[src/rtl/regfile_wb_scheduler_pkg.sv]
// Shared constants and the writeback source-select type for the register-file
// writeback scheduler.
package regfile_wb_scheduler_pkg;
  localparam int NUM_REGS = 32;
  localparam int ADDR_W   = 5;
  localparam int DATA_W   = 32;

  typedef enum logic {
    SRC_ALU = 1'b0,
    SRC_MUL = 1'b1
  } src_sel_e;
endpackage

[src/rtl/regfile_wb_scheduler_if.sv]
// Issue, writeback-source and register-file write-port bundle for the scheduler.
// The slave modport is the scheduler's view; master is the surrounding pipeline.
interface regfile_wb_scheduler_if;
  import regfile_wb_scheduler_pkg::*;

  logic              issue_valid;
  logic [ADDR_W-1:0] issue_rd;
  logic              issue_wb_en;
  logic [ADDR_W-1:0] issue_rs1;
  logic              issue_rs1_used;
  logic [ADDR_W-1:0] issue_rs2;
  logic              issue_rs2_used;
  logic              issue_stall;

  logic              src0_valid;
  logic [ADDR_W-1:0] src0_addr;
  logic [DATA_W-1:0] src0_data;
  logic              src0_ready;
  logic              src1_valid;
  logic [ADDR_W-1:0] src1_addr;
  logic [DATA_W-1:0] src1_data;
  logic              src1_ready;

  logic              rf_write_en;
  logic [ADDR_W-1:0] rf_write_addr;
  logic [DATA_W-1:0] rf_write_data;
  logic [NUM_REGS-1:0] busy_vec;

  modport slave (
    input  issue_valid, issue_rd, issue_wb_en, issue_rs1, issue_rs1_used,
           issue_rs2, issue_rs2_used,
    input  src0_valid, src0_addr, src0_data, src1_valid, src1_addr, src1_data,
    output issue_stall, src0_ready, src1_ready,
    output rf_write_en, rf_write_addr, rf_write_data, busy_vec
  );

  modport master (
    output issue_valid, issue_rd, issue_wb_en, issue_rs1, issue_rs1_used,
           issue_rs2, issue_rs2_used,
    output src0_valid, src0_addr, src0_data, src1_valid, src1_addr, src1_data,
    input  issue_stall, src0_ready, src1_ready,
    input  rf_write_en, rf_write_addr, rf_write_data, busy_vec
  );
endinterface

[src/rtl/regfile_wb_scheduler_wb_rr_arbiter.sv]
// Two-requester round-robin arbiter for the register-file write port.
// last_grant starts at SRC_MUL so the ALU wins the first tie.
module wb_rr_arbiter
  import regfile_wb_scheduler_pkg::*;
(
  input  logic clk,
  input  logic reset,
  input  logic req0,
  input  logic req1,
  output logic gnt0,
  output logic gnt1
);
  src_sel_e last_grant_q;
  src_sel_e last_grant_d;

  // Grant selection and next last_grant
  always_comb begin
    gnt0         = 1'b0;
    gnt1         = 1'b0;
    last_grant_d = last_grant_q;
    if (reset) begin
      last_grant_d = SRC_MUL;
    end else if (req0 && req1) begin
      if (last_grant_q == SRC_MUL) begin
        gnt0         = 1'b1;
        last_grant_d = SRC_ALU;
      end else begin
        gnt1         = 1'b1;
        last_grant_d = SRC_MUL;
      end
    end else if (req0) begin
      gnt0         = 1'b1;
      last_grant_d = SRC_ALU;
    end else if (req1) begin
      gnt1         = 1'b1;
      last_grant_d = SRC_MUL;
    end else begin
      last_grant_d = last_grant_q;
    end
  end

  // last_grant register
  always_ff @(posedge clk) begin
    if (reset) begin
      last_grant_q <= SRC_MUL;
    end else begin
      last_grant_q <= last_grant_d;
    end
  end
endmodule

[src/rtl/regfile_wb_scheduler.sv]
// Register-file writeback scheduler: round-robin write-port arbitration plus a
// per-register busy scoreboard that stalls issue on RAW/WAW hazards.
// Optional macro WB_BYPASS_EN lifts a hazard in the cycle its register commits.
module regfile_wb_scheduler
  import regfile_wb_scheduler_pkg::*;
(
  input  logic                  clk,
  input  logic                  reset,
  regfile_wb_scheduler_if.slave bus
);
  logic                gnt0_s;
  logic                gnt1_s;
  logic                wr_en_s;
  logic [ADDR_W-1:0]   wr_addr_s;
  logic [DATA_W-1:0]   wr_data_s;
  logic                rs1_haz_s;
  logic                rs2_haz_s;
  logic                rd_haz_s;
  logic                stall_s;
  logic                accept_s;
  logic [NUM_REGS-1:0] busy_q;
  logic [NUM_REGS-1:0] busy_d;

  wb_rr_arbiter u_arb (
    .clk   (clk),
    .reset (reset),
    .req0  (bus.src0_valid),
    .req1  (bus.src1_valid),
    .gnt0  (gnt0_s),
    .gnt1  (gnt1_s)
  );

  // Write-port mux from the granted source
  always_comb begin
    wr_en_s   = gnt0_s | gnt1_s;
    wr_addr_s = {ADDR_W{1'b0}};
    wr_data_s = {DATA_W{1'b0}};
    if (gnt0_s) begin
      wr_addr_s = bus.src0_addr;
      wr_data_s = bus.src0_data;
    end else if (gnt1_s) begin
      wr_addr_s = bus.src1_addr;
      wr_data_s = bus.src1_data;
    end else begin
      wr_en_s = 1'b0;
    end
  end

  // Hazard detection; with bypass, a register committing this cycle is readable
  always_comb begin
    rs1_haz_s = bus.issue_rs1_used && busy_q[bus.issue_rs1];
    rs2_haz_s = bus.issue_rs2_used && busy_q[bus.issue_rs2];
    rd_haz_s  = bus.issue_wb_en    && busy_q[bus.issue_rd];
`ifdef WB_BYPASS_EN
    if (wr_en_s) begin
      rs1_haz_s = rs1_haz_s && (wr_addr_s != bus.issue_rs1);
      rs2_haz_s = rs2_haz_s && (wr_addr_s != bus.issue_rs2);
      rd_haz_s  = rd_haz_s  && (wr_addr_s != bus.issue_rd);
    end else begin
      rd_haz_s  = rd_haz_s;
    end
`endif
    stall_s  = bus.issue_valid && !reset && (rs1_haz_s || rs2_haz_s || rd_haz_s);
    accept_s = bus.issue_valid && !stall_s;
  end

  // Scoreboard next state: commit clears, accepted issue sets (set wins)
  always_comb begin
    busy_d = busy_q;
    if (wr_en_s) begin
      busy_d[wr_addr_s] = 1'b0;
    end else begin
      busy_d[wr_addr_s] = busy_q[wr_addr_s];
    end
    if (accept_s && bus.issue_wb_en && (bus.issue_rd != {ADDR_W{1'b0}})) begin
      busy_d[bus.issue_rd] = 1'b1;
    end else begin
      busy_d[bus.issue_rd] = busy_d[bus.issue_rd];
    end
    busy_d[0] = 1'b0;
  end

  // Scoreboard register
  always_ff @(posedge clk) begin
    if (reset) begin
      busy_q <= {NUM_REGS{1'b0}};
    end else begin
      busy_q <= busy_d;
    end
  end

  assign bus.src0_ready    = gnt0_s;
  assign bus.src1_ready    = gnt1_s;
  assign bus.rf_write_en   = wr_en_s;
  assign bus.rf_write_addr = wr_addr_s;
  assign bus.rf_write_data = wr_data_s;
  assign bus.issue_stall   = stall_s;
  assign bus.busy_vec      = busy_q;
endmodule

[src/flat_wrapper.sv]
// flat-port wrapper written by rule: the top's interface ports become plain ports
module regfile_wb_scheduler_flat import regfile_wb_scheduler_pkg::*;
  (clk, reset, bus_issue_valid, bus_issue_rd, bus_issue_wb_en, bus_issue_rs1, bus_issue_rs1_used, bus_issue_rs2, bus_issue_rs2_used, bus_src0_valid, bus_src0_addr, bus_src0_data, bus_src1_valid, bus_src1_addr, bus_src1_data, bus_issue_stall, bus_src0_ready, bus_src1_ready, bus_rf_write_en, bus_rf_write_addr, bus_rf_write_data, bus_busy_vec);
  regfile_wb_scheduler_if bus_i ();
  input  logic clk;
  input  logic reset;
  input wire logic [$bits(bus_i.issue_valid)-1:0] bus_issue_valid;
  input wire logic [$bits(bus_i.issue_rd)-1:0] bus_issue_rd;
  input wire logic [$bits(bus_i.issue_wb_en)-1:0] bus_issue_wb_en;
  input wire logic [$bits(bus_i.issue_rs1)-1:0] bus_issue_rs1;
  input wire logic [$bits(bus_i.issue_rs1_used)-1:0] bus_issue_rs1_used;
  input wire logic [$bits(bus_i.issue_rs2)-1:0] bus_issue_rs2;
  input wire logic [$bits(bus_i.issue_rs2_used)-1:0] bus_issue_rs2_used;
  input wire logic [$bits(bus_i.src0_valid)-1:0] bus_src0_valid;
  input wire logic [$bits(bus_i.src0_addr)-1:0] bus_src0_addr;
  input wire logic [$bits(bus_i.src0_data)-1:0] bus_src0_data;
  input wire logic [$bits(bus_i.src1_valid)-1:0] bus_src1_valid;
  input wire logic [$bits(bus_i.src1_addr)-1:0] bus_src1_addr;
  input wire logic [$bits(bus_i.src1_data)-1:0] bus_src1_data;
  output wire logic [$bits(bus_i.issue_stall)-1:0] bus_issue_stall;
  output wire logic [$bits(bus_i.src0_ready)-1:0] bus_src0_ready;
  output wire logic [$bits(bus_i.src1_ready)-1:0] bus_src1_ready;
  output wire logic [$bits(bus_i.rf_write_en)-1:0] bus_rf_write_en;
  output wire logic [$bits(bus_i.rf_write_addr)-1:0] bus_rf_write_addr;
  output wire logic [$bits(bus_i.rf_write_data)-1:0] bus_rf_write_data;
  output wire logic [$bits(bus_i.busy_vec)-1:0] bus_busy_vec;
  assign bus_i.issue_valid = bus_issue_valid;
  assign bus_i.issue_rd = bus_issue_rd;
  assign bus_i.issue_wb_en = bus_issue_wb_en;
  assign bus_i.issue_rs1 = bus_issue_rs1;
  assign bus_i.issue_rs1_used = bus_issue_rs1_used;
  assign bus_i.issue_rs2 = bus_issue_rs2;
  assign bus_i.issue_rs2_used = bus_issue_rs2_used;
  assign bus_i.src0_valid = bus_src0_valid;
  assign bus_i.src0_addr = bus_src0_addr;
  assign bus_i.src0_data = bus_src0_data;
  assign bus_i.src1_valid = bus_src1_valid;
  assign bus_i.src1_addr = bus_src1_addr;
  assign bus_i.src1_data = bus_src1_data;
  assign bus_issue_stall = bus_i.issue_stall;
  assign bus_src0_ready = bus_i.src0_ready;
  assign bus_src1_ready = bus_i.src1_ready;
  assign bus_rf_write_en = bus_i.rf_write_en;
  assign bus_rf_write_addr = bus_i.rf_write_addr;
  assign bus_rf_write_data = bus_i.rf_write_data;
  assign bus_busy_vec = bus_i.busy_vec;
  regfile_wb_scheduler u_core (.clk(clk), .reset(reset), .bus(bus_i));
endmodule
[config.mk]
export PLATFORM = sky130hd
export DESIGN_NAME = regfile_wb_scheduler_flat
export DESIGN_NICKNAME = d
export VERILOG_FILES = /design/src/rtl/regfile_wb_scheduler_pkg.sv /design/src/rtl/regfile_wb_scheduler_if.sv /design/src/rtl/regfile_wb_scheduler_wb_rr_arbiter.sv /design/src/rtl/regfile_wb_scheduler.sv /design/src/flat_wrapper.sv
export SDC_FILE = /design/constraint.sdc
export NUM_CORES = 1
export LEC_CHECK = 0
export BUFFER_PORTS_ARGS = -buffer_cell sky130_fd_sc_hd__buf_2
export CAP_MARGIN = 20
export CORE_MARGIN = 4
export CORE_UTILIZATION = 33
export CTS_BUF_LIST = sky130_fd_sc_hd__clkbuf_4
export DETAILED_ROUTE_END_ITERATION = 8
export GPL_TIMING_DRIVEN = 1
export PLACE_DENSITY_LB_ADDON = 0.08
export SLEW_MARGIN = 20
export SYNTH_ARGS = -nofsm -noshare
export SYNTH_HDL_FRONTEND = slang
export SYNTH_SLANG_ARGS = --single-unit
[constraint.sdc]
create_clock -name clk -period 3.4 [get_ports clk]
set_input_delay 0.17 -clock clk [delete_from_list [all_inputs] [get_ports clk]]
set_output_delay 0.17 -clock clk [all_outputs]
set_load 0.02 [all_outputs]
**Word level (Yosys, flattened, before mapping)**

Index checks and enable logic that the tools add are counted.

- Input port bits: 97
- Bits in registers: 33

- Magnitude comparators: 6
- Bitwise gates (word level): 4
- Reduce and logical (&&, ||, !) cells: 17
- Mux-type cells: 36

Operators with widths:

| cell | count |
|---|---|
| 2-to-1 mux 32 bit | 4 |
| bitwise mux 32 bit | 2 |
| bitwise AND 32 bit | 1 |
| inverter 32 bit | 1 |
| OR 32 bit | 1 |
| binary-select mux 1 bit (select 5 bit) | 5 |
| < comparator 5 x 6 -> 1 bit (second input constant) | 4 |
| 2-to-1 mux 1 bit | 21 |
| logical AND 1 bit | 11 |
| demux 1 bit (select 5 bit) | 2 |
| greater-or-equal comparator 5 x 1 -> 1 bit (second input constant) | 2 |
| 2-to-1 mux 5 bit | 2 |
| nonzero test 5 bit | 1 |
| nonzero test 3 bit | 1 |
| logical NOT 1 bit | 2 |
| logical OR 1 bit | 2 |
| OR 1 bit | 1 |

**Depth between registers and ports, before layout**

Gate-level depths: netlist of run 1.

- Word-level depth: 17
- Gate-level depth with buffers: 11
- Gate-level depth less buffers: 9

**Hierarchy**

Synthesis of run 1 repeated with hierarchy kept, for this count alone.

- Cell total of the unflattened synthesis: 395
- Area total of the unflattened synthesis: 3,188.1 µm²

Modules (own cells, without submodules):

| module | cells an instance | seq. area each (µm²) | instances | area each (µm²) |
|---|---|---|---|---|
| regfile_wb_scheduler | 388 | 620.6 | 1 | 3,130.5 |
| wb_rr_arbiter | 7 | 20.0 | 1 | 57.6 |

**Least setup slack after synthesis of run 1**

Ideal clock, no wire load.

- Path kind: input port to flip-flop
- Start point: input bus_issue_rd[0]
- End point: register u_core.busy_q[25] (netlist: u_core.bus.busy_vec[25])
- Setup slack: 758 ps
- Stages on the path: 10
- Data arrival time: 2,551 ps
- Path through: clkbuf_1 > mux4_2 > and4_1 > a221o_1 > a22oi_1 > nand4_1 > nor2_1 > nor4_4 > buf_6 > a311oi_1

- Longest elaborated chain between the ends: 10

RTL lines:

| what | line | text |
|---|---|---|
| start: declaration | flat_wrapper.sv:8 | `input wire logic [$bits(bus_i.issue_rd)-1:0] bus_issue_rd;` |
| binary-select mux 1 bit (select 5 bit) | regfile_wb_scheduler.sv:53 | `rd_haz_s = bus.issue_wb_en && busy_q[bus.issue_rd];` |
| 2-to-1 mux 1 bit (not written as such) | regfile_wb_scheduler.sv:53 |  |
| logical AND 1 bit | regfile_wb_scheduler.sv:53 |  |
| logical OR 1 bit | regfile_wb_scheduler.sv:63 | `stall_s = bus.issue_valid && !reset && (rs1_haz_s \|\| rs2_haz_s \|\| rd_haz_s);` |
| logical AND 1 bit | regfile_wb_scheduler.sv:63 |  |
| named net bus_issue_stall | flat_wrapper.sv:20 | `output wire logic [$bits(bus_i.issue_stall)-1:0] bus_issue_stall;` |
| logical NOT 1 bit | regfile_wb_scheduler.sv:64 | `accept_s = bus.issue_valid && !stall_s;` |
| logical AND 1 bit | regfile_wb_scheduler.sv:64 |  |
| logical AND 1 bit (2 in a row) | regfile_wb_scheduler.sv:75 | `if (accept_s && bus.issue_wb_en && (bus.issue_rd != {ADDR_W{1'b0}})) begin` |
| 2-to-1 mux 32 bit | regfile_wb_scheduler.sv:75 |  |
| end signal: assignment | regfile_wb_scheduler.sv:86 | `busy_q <= {NUM_REGS{1'b0}};` |
| end signal: assignment | regfile_wb_scheduler.sv:88 | `busy_q <= busy_d;` |
| end: declaration | regfile_wb_scheduler.sv:21 | `logic [NUM_REGS-1:0] busy_q;` |

The timed path passes the listed nets, and every way through them passes these cells. The select of a mux whose other input is x is not followed.
A chain may end at the register's enable or synchronous reset.

**Worst setup path after layout of run 1**

- Start point: register u_core.u_arb.last_grant_q
- End point: register u_core.busy_q[18] (netlist: u_core.bus.busy_vec[18])

- Longest elaborated chain between the ends: 16

RTL lines:

| what | line | text |
|---|---|---|
| start: declaration | regfile_wb_scheduler_wb_rr_arbiter.sv:13 | `src_sel_e last_grant_q;` |
| start signal: assignment | regfile_wb_scheduler_wb_rr_arbiter.sv:47 | `last_grant_q <= last_grant_d;` |
| 2-to-1 mux 1 bit | regfile_wb_scheduler_wb_rr_arbiter.sv:24 | `if (last_grant_q == SRC_MUL) begin` |
| 2-to-1 mux 1 bit | regfile_wb_scheduler_wb_rr_arbiter.sv:23 | `end else if (req0 && req1) begin` |
| 2-to-1 mux 1 bit | regfile_wb_scheduler_wb_rr_arbiter.sv:21 | `if (reset) begin` |
| 2-to-1 mux 5 bit | regfile_wb_scheduler.sv:41 | `end else if (gnt1_s) begin` |
| 2-to-1 mux 5 bit | regfile_wb_scheduler.sv:38 | `if (gnt0_s) begin` |
| < comparator 5 x 6 -> 1 bit (not written as such) / greater-or-equal comparator 5 x 1 -> 1 bit (equally long branches) | regfile_wb_scheduler.sv:71, regfile_wb_scheduler.sv:73 |  |
| logical AND 1 bit (not written as such) | regfile_wb_scheduler.sv:71, regfile_wb_scheduler.sv:73 |  |
| 2-to-1 mux 1 bit (not written as such) | regfile_wb_scheduler.sv:71, regfile_wb_scheduler.sv:73 |  |
| demux 1 bit (select 5 bit) | - |  |
| inverter 32 bit (no source line) | - |  |
| bitwise AND 32 bit (no source line) | - |  |
| 2-to-1 mux 32 bit * | regfile_wb_scheduler.sv:70 | `if (wr_en_s) begin` |
| binary-select mux 1 bit (select 5 bit) | regfile_wb_scheduler.sv:78 | `busy_d[bus.issue_rd] = busy_d[bus.issue_rd];` |
| 2-to-1 mux 1 bit (not written as such) | regfile_wb_scheduler.sv:78 |  |
| bitwise mux 32 bit | regfile_wb_scheduler.sv:78 |  |
| 2-to-1 mux 32 bit * | regfile_wb_scheduler.sv:75 |  |

Every way passes the cells marked *; elsewhere a longest branch is shown, timed or not. The select of a mux whose other input is x is not followed.

==> results.md, run 1 <==
- The mapped cell area is 3640 µm².
- The buffer levels on the longest clock path is 2.
- The yosys synthesis warning count is 0.
- The average vias per placed instance is 5.92.
- The number of hold buffers added after CTS is 0.
- The worst pin sits at a relative slew slack of 0.584.
- The number of max-slew violations in the final report is 0.
- The pre-antenna-repair detailed-routing pass consisted of 5 iterations.
- The top cell types in the final layout, fill and taps aside, are buf_2 (168), nand2_1 (51), nor2_1 (42).
- The worst IR drop on VDD is 124 µV.
- In the routed design, unresolved DRC markers number 0.
- The arrival time at the worst endpoint is 3270 ps.
- The delay of the slowest critical-path stage is 550 ps.
- The critical path runs through a total of 9 cells.
- The run finished with clean final reports.
- The total clock buffers created by CTS is 5.
- Along the worst path, the maximum fanout reaches 24.
- In this run, distinct cell masters in the synthesized netlist total 58.
- The flip-flop and latch count after synthesis is 32.
- For this run, the leading register cell type out of synthesis is dfxtp_1.
- The total count of hold-check failures in the final report is 0.
- The final period demand of the worst path is 3040 ps.
- Setup repair after global routing left no endpoint under its margin.
- The period utilization is 0.894.
- The die span in x is 113 µm.
- The sequential-to-total area share from yosys stat is 0.176.
- The die height is 113 µm.
- After routing, the total negative slack on setup checks comes to 0 ps.
- Counting instances, the worst hold path has a depth of 2.
- For this run, the total global-route usage over all layers was measured as 0.232.
- For this run, the share of the core covered by cells in the final layout is 0.432.
- Dividing total power by cell area gives a power density of 237 nW/µm².
- The first global-routing pass estimated 24.0 mm of wire.
- Of the post-synthesis cell area, the dominant cell type holds 0.176.
- Walking the worst path, the cells encountered are a21boi_4, a32oi_4, nor4_4, a21oi_1, o211ai_1, nand4_1, nor4_4, buf_12, a311oi_1.
- The library cell used most frequently in the layout, excluding fill and tap cells, is buf_2.
- Synthesis produced a netlist with a net count of 541.
- The number of cells on the worst reg-to-reg path is 9.
- The tightest min-delay check is of the in -> reg type.
- The clock slew at the register clock pins of the worst setup and hold paths is 120 ps.
- In this run the post-CTS setup repair buffer count came out at 0.
- The area growth from synthesis to layout is 28.3%.
- The slowest stage of the critical path belongs to the cell nor4_4.
- After detailed routing, the average wire length per cell comes to 20.8 µm.
- The max-capacitance violation count is 0.
- For the worst setup path, the data required time is 3630 ps.
- The mean instance size in the synthesized netlist is 8.19 µm².
- The clock root buffer is clkbuf_4.
- 170 I/O pins were placed.
- Setup violations remaining at the end of the flow were counted as 0.
- The clock tree from TritonCTS is yes.
- The worst setup path is launched from a flop.
- Entering global routing, the biggest net connects 34 pins.
- The total length of routed wires is 15.4 mm.
- The floorplan has 38 rows.
- Synthesis produced a netlist whose cell count is 444.
- The final weighted congestion in routability-driven placement is 0.904.
- For this block, the initial DRC count from the detailed router was 367.
- The kind of end point of the critical path is a flop.
- For the pin with the worst max-slew slack, the measured transition is 624 ps.
- The clock network latency to the later pin of the worst-skew pair is 370 ps.
- The cell repeated most along the worst path is nor4_4.
- After the last flow step, the layout net total stands at 690.
- On the critical path the largest part of the delay comes from compound AO/OA/AOI/OAI gates.
- In this run, synthesis inferred 0 flip-flops with an integrated enable.
- The clock skew after layout is 13.3 ps.
- The number of levels the H-tree was split into is 2.
- In the final layout, the share of cells above drive strength 1 is 0.401.
- Yosys attributes the largest share of cell area to dfxtp_1 (18%), mux4_2 (11%), a22o_1 (7.9%), a21oi_1 (5.5%), nand2_1 (5.3%).
- After synthesis, the share of flip-flops with an asynchronous set or reset is 0.
- The starting density of the core is 0.337.
- The initial antenna violation count is 1.
- The top cell type by total area after synthesis is dfxtp_1.
- Across all layers, the routed design uses 4377 vias.
- Together, buffers and inverters on the worst path number 1.
- CTS saw 32 sinks.
- The number of port buffers is 168.
- The highest clock rate is 329 MHz.
- The via count of the first global-routing pass is 4321.
- The full die area is 12800 µm².
- The kind of critical path is reg -> reg.
- The total core area is 10800 µm².
- The global-route congestion overflow total is 0.
- The detail route stage leaves a number of antenna-violating nets equal to 0.
- Summed over all cells, the static leakage comes to 1.92 nW.
- The half-perimeter wire length of the detailed placement result is 11.9 mm.
[through the flow]
| step | std cells | area [µm²] | total power [mW] | hold slack (ps) | setup WS, ps |
|---|---|---|---|---|---|
| final | 739 | 4670 | 1.11 | 120 | 361 |
| after global routing | 739 | 4670 | 1.16 | 121 | 141 |
| after CTS | 734 | 4650 | 1.11 | 116 | 146 |
| after detailed placement | 726 | 4590 | 0.859 | 504 | 156 |
| after global placement | 726 | 4590 | 0.856 | 512 | 267 |
| after floorplan | 444 | 3640 | 0.691 | 490 | 758 |
[worst register-to-register path: stages (launching register included)]
cell and delay, ps:
dfxtp_1 370, a21boi_4 410, a32oi_4 220, nor4_4 550
a21oi_1 130, o211ai_1 300, nand4_1 210, nor4_4 370
buf_12 210, a311oi_1 130
[area by class of cell]
type	count	area, µm²
Tap cell	140	175
Antenna cell	5	12.5
Fill cell	1100	6130
Sequential cell	32	641
Multi-Input combinational cell	362	2770
Clock buffer	5	37.5
Clock inverter	3	23.8
Inverter	8	32.5
Timing Repair Buffer	184	973
[Yosys cell counts, types with 4 or more instances]
cell / number
a211oi_1: 17
a21oi_1: 40
a22o_1: 33
a22oi_1: 7
a311oi_1: 13
a31oi_1: 4
a32oi_4: 4
and2_1: 4
buf_1: 4
buf_2: 7
buf_6: 4
clkbuf_1: 25
dfxtp_1: 32
inv_1: 7
mux2_2: 5
mux2i_1: 14
mux4_2: 18
nand2_1: 51
nand2b_1: 5
nand3_1: 12
nand4_1: 6
nor2_1: 43
nor2b_1: 14
nor3_1: 5
nor4_4: 5
o211ai_1: 5
o21a_1: 4
o21ai_0: 12
[final timing paths]
path / startpoint / endpoint / slack [ps]
setup reg to reg: u_core.u_arb.last_grant_q / u_core.bus.busy_vec[18] / 360
hold reg to reg: u_core.u_arb.last_grant_q / u_core.u_arb.last_grant_q / 550
hold / removal: reset / u_core.bus.busy_vec[4] / 120
setup / recovery: u_core.u_arb.last_grant_q / u_core.bus.busy_vec[18] / 360
[power breakdown]
group / total [mW] / switching [mW] / leakage [nW] / internal, mW
Clock: 0.251 / 0.169 / 0.0274 / 0.0813
Combinational: 0.456 / 0.283 / 1.64 / 0.173
Sequential: 0.400 / 0.0165 / 0.259 / 0.384
Total: 1.11 / 0.468 / 1.92 / 0.638
[state kept, by name (all words and copies together) (netlist names)]
name                       flops
u_core.bus.busy_vec           31
u_core.u_arb.last_grant_q      1
[logic make-up (layout without fill, tap and decap cells)]
kind of cell,count (synthesis),count (layout),share of synthesized area
compound gates,166,166,0.361
mux,37,37,0.165
other cells,1,6,0.00103
buf+inv,50,200,0.0650
flops,32,32,0.176
simple gates,158,158,0.231
[per-layer routing]
metal  wire length (µm)  global-route usage  vias to the layer above
li1                   -                   -                     2039
met1               6720               0.326                     2129
met2               7380               0.376                      189
met3               1110              0.0444                       20
met4                164              0.0401                        0
met5                  0                   0                        -
[timing repair]
action,in CTS,in global routing
gates resized for setup,0,1
setup endpoints to repair,0,31
hold endpoints to repair,0,0
No activity file was read; power rests on OpenSTA's default activity.
==> inputs of run 2 (changes only) <==
--- a/config.mk
+++ b/config.mk
@@ -14,4 +14,5 @@
 export GPL_TIMING_DRIVEN = 1
 export PLACE_DENSITY_LB_ADDON = 0.08
+export RECOVER_POWER = 50
 export SLEW_MARGIN = 20
 export SYNTH_ARGS = -nofsm -noshare
==> constraint.sdc (replaced) <==
create_clock -name clk -period 3.4 [get_ports clk]
set_input_delay 0 -clock clk [delete_from_list [all_inputs] [get_ports clk]]
set_output_delay 0 -clock clk [all_outputs]
set_load 0.02 [all_outputs]
==> run 2 against run 1 <==
Against the previous run: sequential cell count is the same; register-to-register slack improved by 20 ps; clock skew up 1.7 ps; utilization decreased by 0.93 points; critical path type unchanged; largest power group unchanged.
==> results.md, run 2 (synthesized netlist as in run 1, its figures left out) <==
- The register with the most flip-flops in the layout has 31 of them.
- The period utilization is 0.888.
- The routed wire length per instance is 20.8 µm.
- The area used by multi-input combinational logic is 2770 µm².
- The most utilized layer in the global route result is met2.
- The path class of the tightest hold or removal check is in -> reg.
- The slowest library cell on the worst path is nor4_4.
- The kind of critical path is reg -> reg.
- The area growth from synthesis to layout is 25.5%.
- The total placed instance area is 4540 µm².
- For the finished layout, the period the worst path requires is 3020 ps.
- The global-route congestion overflow total is 0.
- Across every metal layer, demand over resource in global routing totals 0.226.
- The met2 track utilization from global routing is 0.361.
- TritonCTS built the clock tree.
- The post-route total power is 1.15 mW.
- The average vias per placed instance is 5.98.
- Of the cells placed in the final design, the portion with a size suffix greater than 1 is 0.317.
- The max-capacitance violation count is 0.
- The run finished with clean final reports.
- VDD sags by at most 120 µV.
- The final layout contains routed wiring with a total length of 15.2 mm.
- The final antenna diode count is 0.
- In this run the remaining antenna-violating nets after routing total 0.
- The first global-routing pass estimated 23.2 mm of wire.
- Across the whole layout, storage elements account for 641 µm².
- The number of nets in the finished design is 686.
- The die span in x is 113 µm.
- The clock root buffer is clkbuf_4.
- The largest fanout on the critical path is 18.
- Detailed routing inserted a total of 4364 vias.
- The number of max-slew violations in the final report is 0.
- The kind of cell adding the most delay to the critical path is compound AO/OA/AOI/OAI gates.
- The cell repeated most along the worst path is nor4_4.
- Static timing analysis puts the maximum clock frequency at 331 MHz.
- The total iterations of the first detailed-routing run is 6.
- The number of DRC violations after detailed-routing iteration 0 is 494.
- The full die area is 12800 µm².
- The floorplan step set the die height to 113 µm.
- The element type at the critical path start is a flop.
- The initial antenna violation count is 0.
- For this run, global-route usage on met1 was measured as 0.327.
- The required time of the critical path is 3610 ps.
- The total core area is 10800 µm².
- After floorplanning, the core was divided into 38 placement rows.
- Across the routed clock network, the largest skew measured is 15.0 ps.
- At the end of routability-driven placement, the weighted congestion stood at 0.853.
- Fill cells in the final layout number 1142.
- The starting density of the core is 0.337.
- The delay of the slowest critical-path stage is 590 ps.
- Walking the worst path, the cells encountered are a21boi_4, a32oi_4, nor4_4, a21oi_1, o21ai_0, nand4_1, nor4_4, buf_4, a311oi_1.
- The number of port buffers is 168.
- Clock-pin slew was measured on the worst setup and hold paths at 100 ps.
- The total count of hold-check failures in the final report is 0.
- The total clock buffers created by CTS is 5.
- The pin count of the biggest net entering global routing is 34.
- The utilization after layout is 0.423.
- In the layout the commonest cells are buf_2 (124), nand2_1 (51), clkbuf_1 (46).
- The buffer levels on the longest clock path is 2.
- The actual slew at the worst max-slew pin is 1360 ps.
- For this run, global-route usage on met3 was measured as 0.0390.
- Setup repair after global routing left no endpoint under its margin.
- Setup violations remaining at the end of the flow were counted as 0.
- The final worst slack is 382 ps.
- The half-perimeter wire length of the detailed placement result is 11.6 mm.
- The static leakage is 1.72 nW.
- The via count of the first global-routing pass is 4134.
- The post-route cell area is 4570 µm².
- Dividing total power by cell area gives a power density of 252 nW/µm².
- For the worst setup path, the data arrival time is 3230 ps.
- The kind of end point of the critical path is a flop.
- Leaving out fill and tap cells, the most frequent cell in the layout is buf_2.
- The residual DRC count is 0.
- The number of buffers and inverters on the critical path is 1.
- For the final routed database, the setup TNS stands at 0 ps.
- CTS saw 32 sinks.
- The clock network latency to the later pin of the worst-skew pair is 340 ps.
- The H-tree generated during clock tree synthesis spans 2 levels.
- OpenSTA, run right after detailed placement, puts the worst setup slack at 284 ps.
- After clock tree synthesis, the flow added hold-fix buffers numbering 0.
- The count of pins on the block boundary is 170.
- The worst-case headroom to the max-slew limit is 0.0904.
[run 2: cell types whose count changed in the layout (fill, tap and decap cells not counted), moves of 2 or more]
cell,delta
clkinvlp_4,-2
clkbuf_1,+46
buf_4,-5
buf_2,-44
diode_2,-5
[run 2: power by group]
group,internal [mW],switching (mW)
sequential,0.384,0.0177
combinational,0.162,0.280
clock,0.162,0.145
total,0.708,0.443
[run 2: cell type report]
| cell class | instances | share of cell area |
|---|---|---|
| clock buffer | 6 | 0.00986 |
| clock inverter | 2 | 0.00767 |
| inverter | 8 | 0.00712 |
| multi-input combinational | 362 | 0.607 |
| sequential | 32 | 0.140 |
| tap | 140 | 0.0384 |
| timing repair buffer | 180 | 0.190 |
[run 2: worst paths after layout]
check	start	endpoint	slack (ps)	cells past startpoint
worst max-delay path	u_core.u_arb.last_grant_q	u_core.bus.busy_vec[9]	380	9
worst min-delay path	bus_src1_valid	u_core.u_arb.last_grant_q	70	3
worst max register to register	u_core.u_arb.last_grant_q	u_core.bus.busy_vec[9]	380	9
worst min register to register	u_core.u_arb.last_grant_q	u_core.u_arb.last_grant_q	560	2
[run 2: stage by stage]
stage | hold WS [ps] | std cells
2_1_floorplan | 167 | 444
3_5_place_dp | 329 | 722
3_3_place_gp | 330 | 722
4_1_cts | 61.4 | 730
6_report | 70.9 | 730
5_1_grt | 90.4 | 730
[run 2: timing repair]
| action | 4_1_cts | 5_1_grt |
|---|---|---|
| hold endpoints to repair | 0 | 0 |
| buffers inserted | 0 | 0 |
| resized for setup | 0 | 1 |
| setup endpoints to repair | 0 | 12 |
[run 2: metal layers]
metal / share of wire / vias to the layer above
met1: 0.43 / 2089
met4: 0.0070 / 0
met3: 0.088 / 11
met5: 0 / -
met2: 0.47 / 241
li1: - / 2023
[run 2: worst register-to-register path, stage by stage, from the launching register on]
cell      delay, ps
dfxtp_1         360
a21boi_4        410
a32oi_4         220
nor4_4          590
a21oi_1         140
o21ai_0         250
nand4_1         220
nor4_4          290
buf_4           290
a311oi_1        120
==> inputs of run 3 (changes only) <==
==> constraint.sdc (replaced) <==
create_clock -name clk -period 3.4 [get_ports clk]
set_input_delay 0.51 -clock clk [delete_from_list [all_inputs] [get_ports clk]]
set_output_delay 0.51 -clock clk [all_outputs]
set_load 0.02 [all_outputs]
==> run 3 against run 2 <==
Against the previous run: power decreased by 4.9%; via count up 2.0%; first-iteration DRC count fell by 31%; combinational power up 4%; non-clock buffer count up 16; register-to-register slack better by 40 ps; global-route usage is 0.87 points higher; count of clock-buffer cells in the layout is 1 higher; wire length is 0.47% higher; sequential power about the same; sequential share of layout area down 0.33 points; highest routed layer unchanged.
==> results.md, run 3 (synthesized netlist as in run 1, its figures left out) <==
- The worst-case headroom to the max-slew limit is 0.588.
- For this run, the total global-route usage over all layers was measured as 0.234.
- Summed over all layers, the routed wires come to 15.3 mm.
- The count of cells along the worst register-to-register path is 10.
- Input and output buffers added on the ports amount to 168.
- In this run the number of H-tree levels came out at 2.
- The final weighted congestion in routability-driven placement is 0.927.
- The library cells used most frequently in the layout, excluding fill and tap cells, are buf_2 (134), nand2_1 (51), nor2_1 (42).
- The clock passes through at most 2 buffers.
- The sum of negative setup slack is 0 ps.
- The worst hold path class is reg -> reg.
- The number of flip-flops in the largest register is 31.
- The most critical setup path has its endpoint at bus_rf_write_data[6].
- The power per standard cell area is 234 nW/µm².
- For this configuration, the core starts out at a cell density of 0.337.
- Of the cells placed in the final design, the portion with a size suffix greater than 1 is 0.355.
- The global-route congestion overflow total is 0.
- The tool flagged a number of max-cap violations equal to 0.
- The via count of the first global-routing pass came to 4440.
- TritonCTS built the clock tree.
- The library cell used most frequently in the layout, excluding fill and tap cells, is buf_2.
- The relative area change from synthesis to final layout is 28.5%.
- The final period demand of the worst path is 3210 ps.
- The setup check on the worst reg-to-reg path leaves a slack of 420 ps.
- Setup repair after global routing left no endpoint under its margin.
- The clock network latency to the later pin of the worst-skew pair is 340 ps.
- The pin count of the biggest net entering global routing is 34.
- The highest clock rate is 312 MHz.
- The post-route worst hold slack is 527 ps.
- The worst hold path begins at u_core.u_arb.last_grant_q.
- The number of max-slew violations in the final report came to 0.
- The critical path is of the in -> out type.
- The wire length of the first global-routing pass is 24.1 mm.
- Clock tree synthesis inserted a total of 5 buffers.
- The kind of end point of the critical path is an output pin.
- Summed over all cells, the static leakage comes to 1.83 nW.
- The pre-antenna-repair detailed-routing pass consisted of 5 iterations.
- The worst register-to-register path begins at u_core.u_arb.last_grant_q.
- VDD sags by at most 93.7 µV.
- The post-CTS repair timing setup buffer count is 0.
- Buffers inserted to repair hold after CTS numbered 0.
- The total core area is 10800 µm².
- Setup violations remaining at the end of the flow were counted as 0.
- The required time of the critical path is 2890 ps.
- The number of DRC violations after detailed-routing iteration 0 is 341.
- In this run the core area contains 38 standard-cell rows.
- The count of pins on the block boundary is 170.
- The total via count after detailed routing is 4452.
- The number of nets in the finished design is 702.
- Measured along the x axis, the die boundary spans 113 µm.
- The die covers 12800 µm².
- The endpoint identified for the worst register-to-register timing path is u_core.bus.busy_vec[9].
- The residual DRC count is 0.
- The floorplan step set the die height to 113 µm.
- Clock-pin slew was measured on the worst setup and hold paths at 90 ps.
- The half-perimeter wire length of the detailed placement result is 11.9 mm.
- The worst setup path is launched from an input pin.
- The total count of hold-check failures in the final report is 0.
- The initial antenna violation count is 1.
- The clock root buffer is clkbuf_4.
- The clock skew after layout is 20.6 ps.
- Data on the critical path arrives at its endpoint at 2700 ps.
- The routed wire length per instance is 20.4 µm.
- The critical path starts at reset.
- Counting every sink on the clock net gives 32.
- Dividing the detail-routed via count by the number of cells gives 5.95.
- The post-route total power is 1.10 mW.
- Of all nets on the critical path, the largest fanout is 33.
- The detail route stage leaves a number of antenna-violating nets equal to 0.
- The actual slew at the worst max-slew pin is 618 ps.
- Of the available clock period, the critical path in the final layout requires 0.944.
- After clock tree synthesis, the repair step resized 0 gates.
- The run finished with clean final reports.
run 3: worst min path at each step:
stage | slack [ps] | endpoint | cells after the start
global placement | 520 | u_core.u_arb.last_grant_q | 2
CTS | 530 | u_core.u_arb.last_grant_q | 2
floorplan | 490 | u_core.u_arb.last_grant_q | 2
global route | 560 | u_core.u_arb.last_grant_q | 2
detailed placement | 510 | u_core.u_arb.last_grant_q | 2
finish | 530 | u_core.u_arb.last_grant_q | 2
run 3: worst max-delay path, cell delays in order:
cell      delay [ps]
buf_2            130
buf_4            230
inv_1            260
clkbuf_1         380
and2_0           210
clkbuf_2         510
a22o_1           220
clkbuf_1         230
run 3: cell type report:
type                       instances  area [µm²]
tap                              140         175
inverter                           8        32.5
fill                            1151        6120
clock inverter                     1        3.75
clock buffer                       7        52.6
timing repair buffer             196        1000
sequential                        32         641
antenna                            2        5.00
multi-input combinational        362        2760
run 3: power by group:
group	switching [mW]	internal, mW	total (mW)
clock network	0.140	0.0956	0.236
logic	0.285	0.175	0.460
registers	0.0157	0.384	0.399
run 3: routing by layer:
layer	GRT usage	vias up	share of wire	wire, µm
li1	-	2057	-	-
met1	0.316	2125	0.41	6290
met2	0.377	241	0.47	7180
met3	0.0636	29	0.098	1490
met4	0.0513	0	0.021	324
met5	0	-	0	0
run 3: stage by stage:
step                area (µm²)  setup WS (ps)  utilization  std cells
floorplan                 3640            418            -        444
global placement          4660            141        0.432        738
detailed placement        4660            101        0.432        738
CTS                       4720            409        0.437        746
global route              4680           44.7        0.433        748
finish                    4680            192        0.433        748
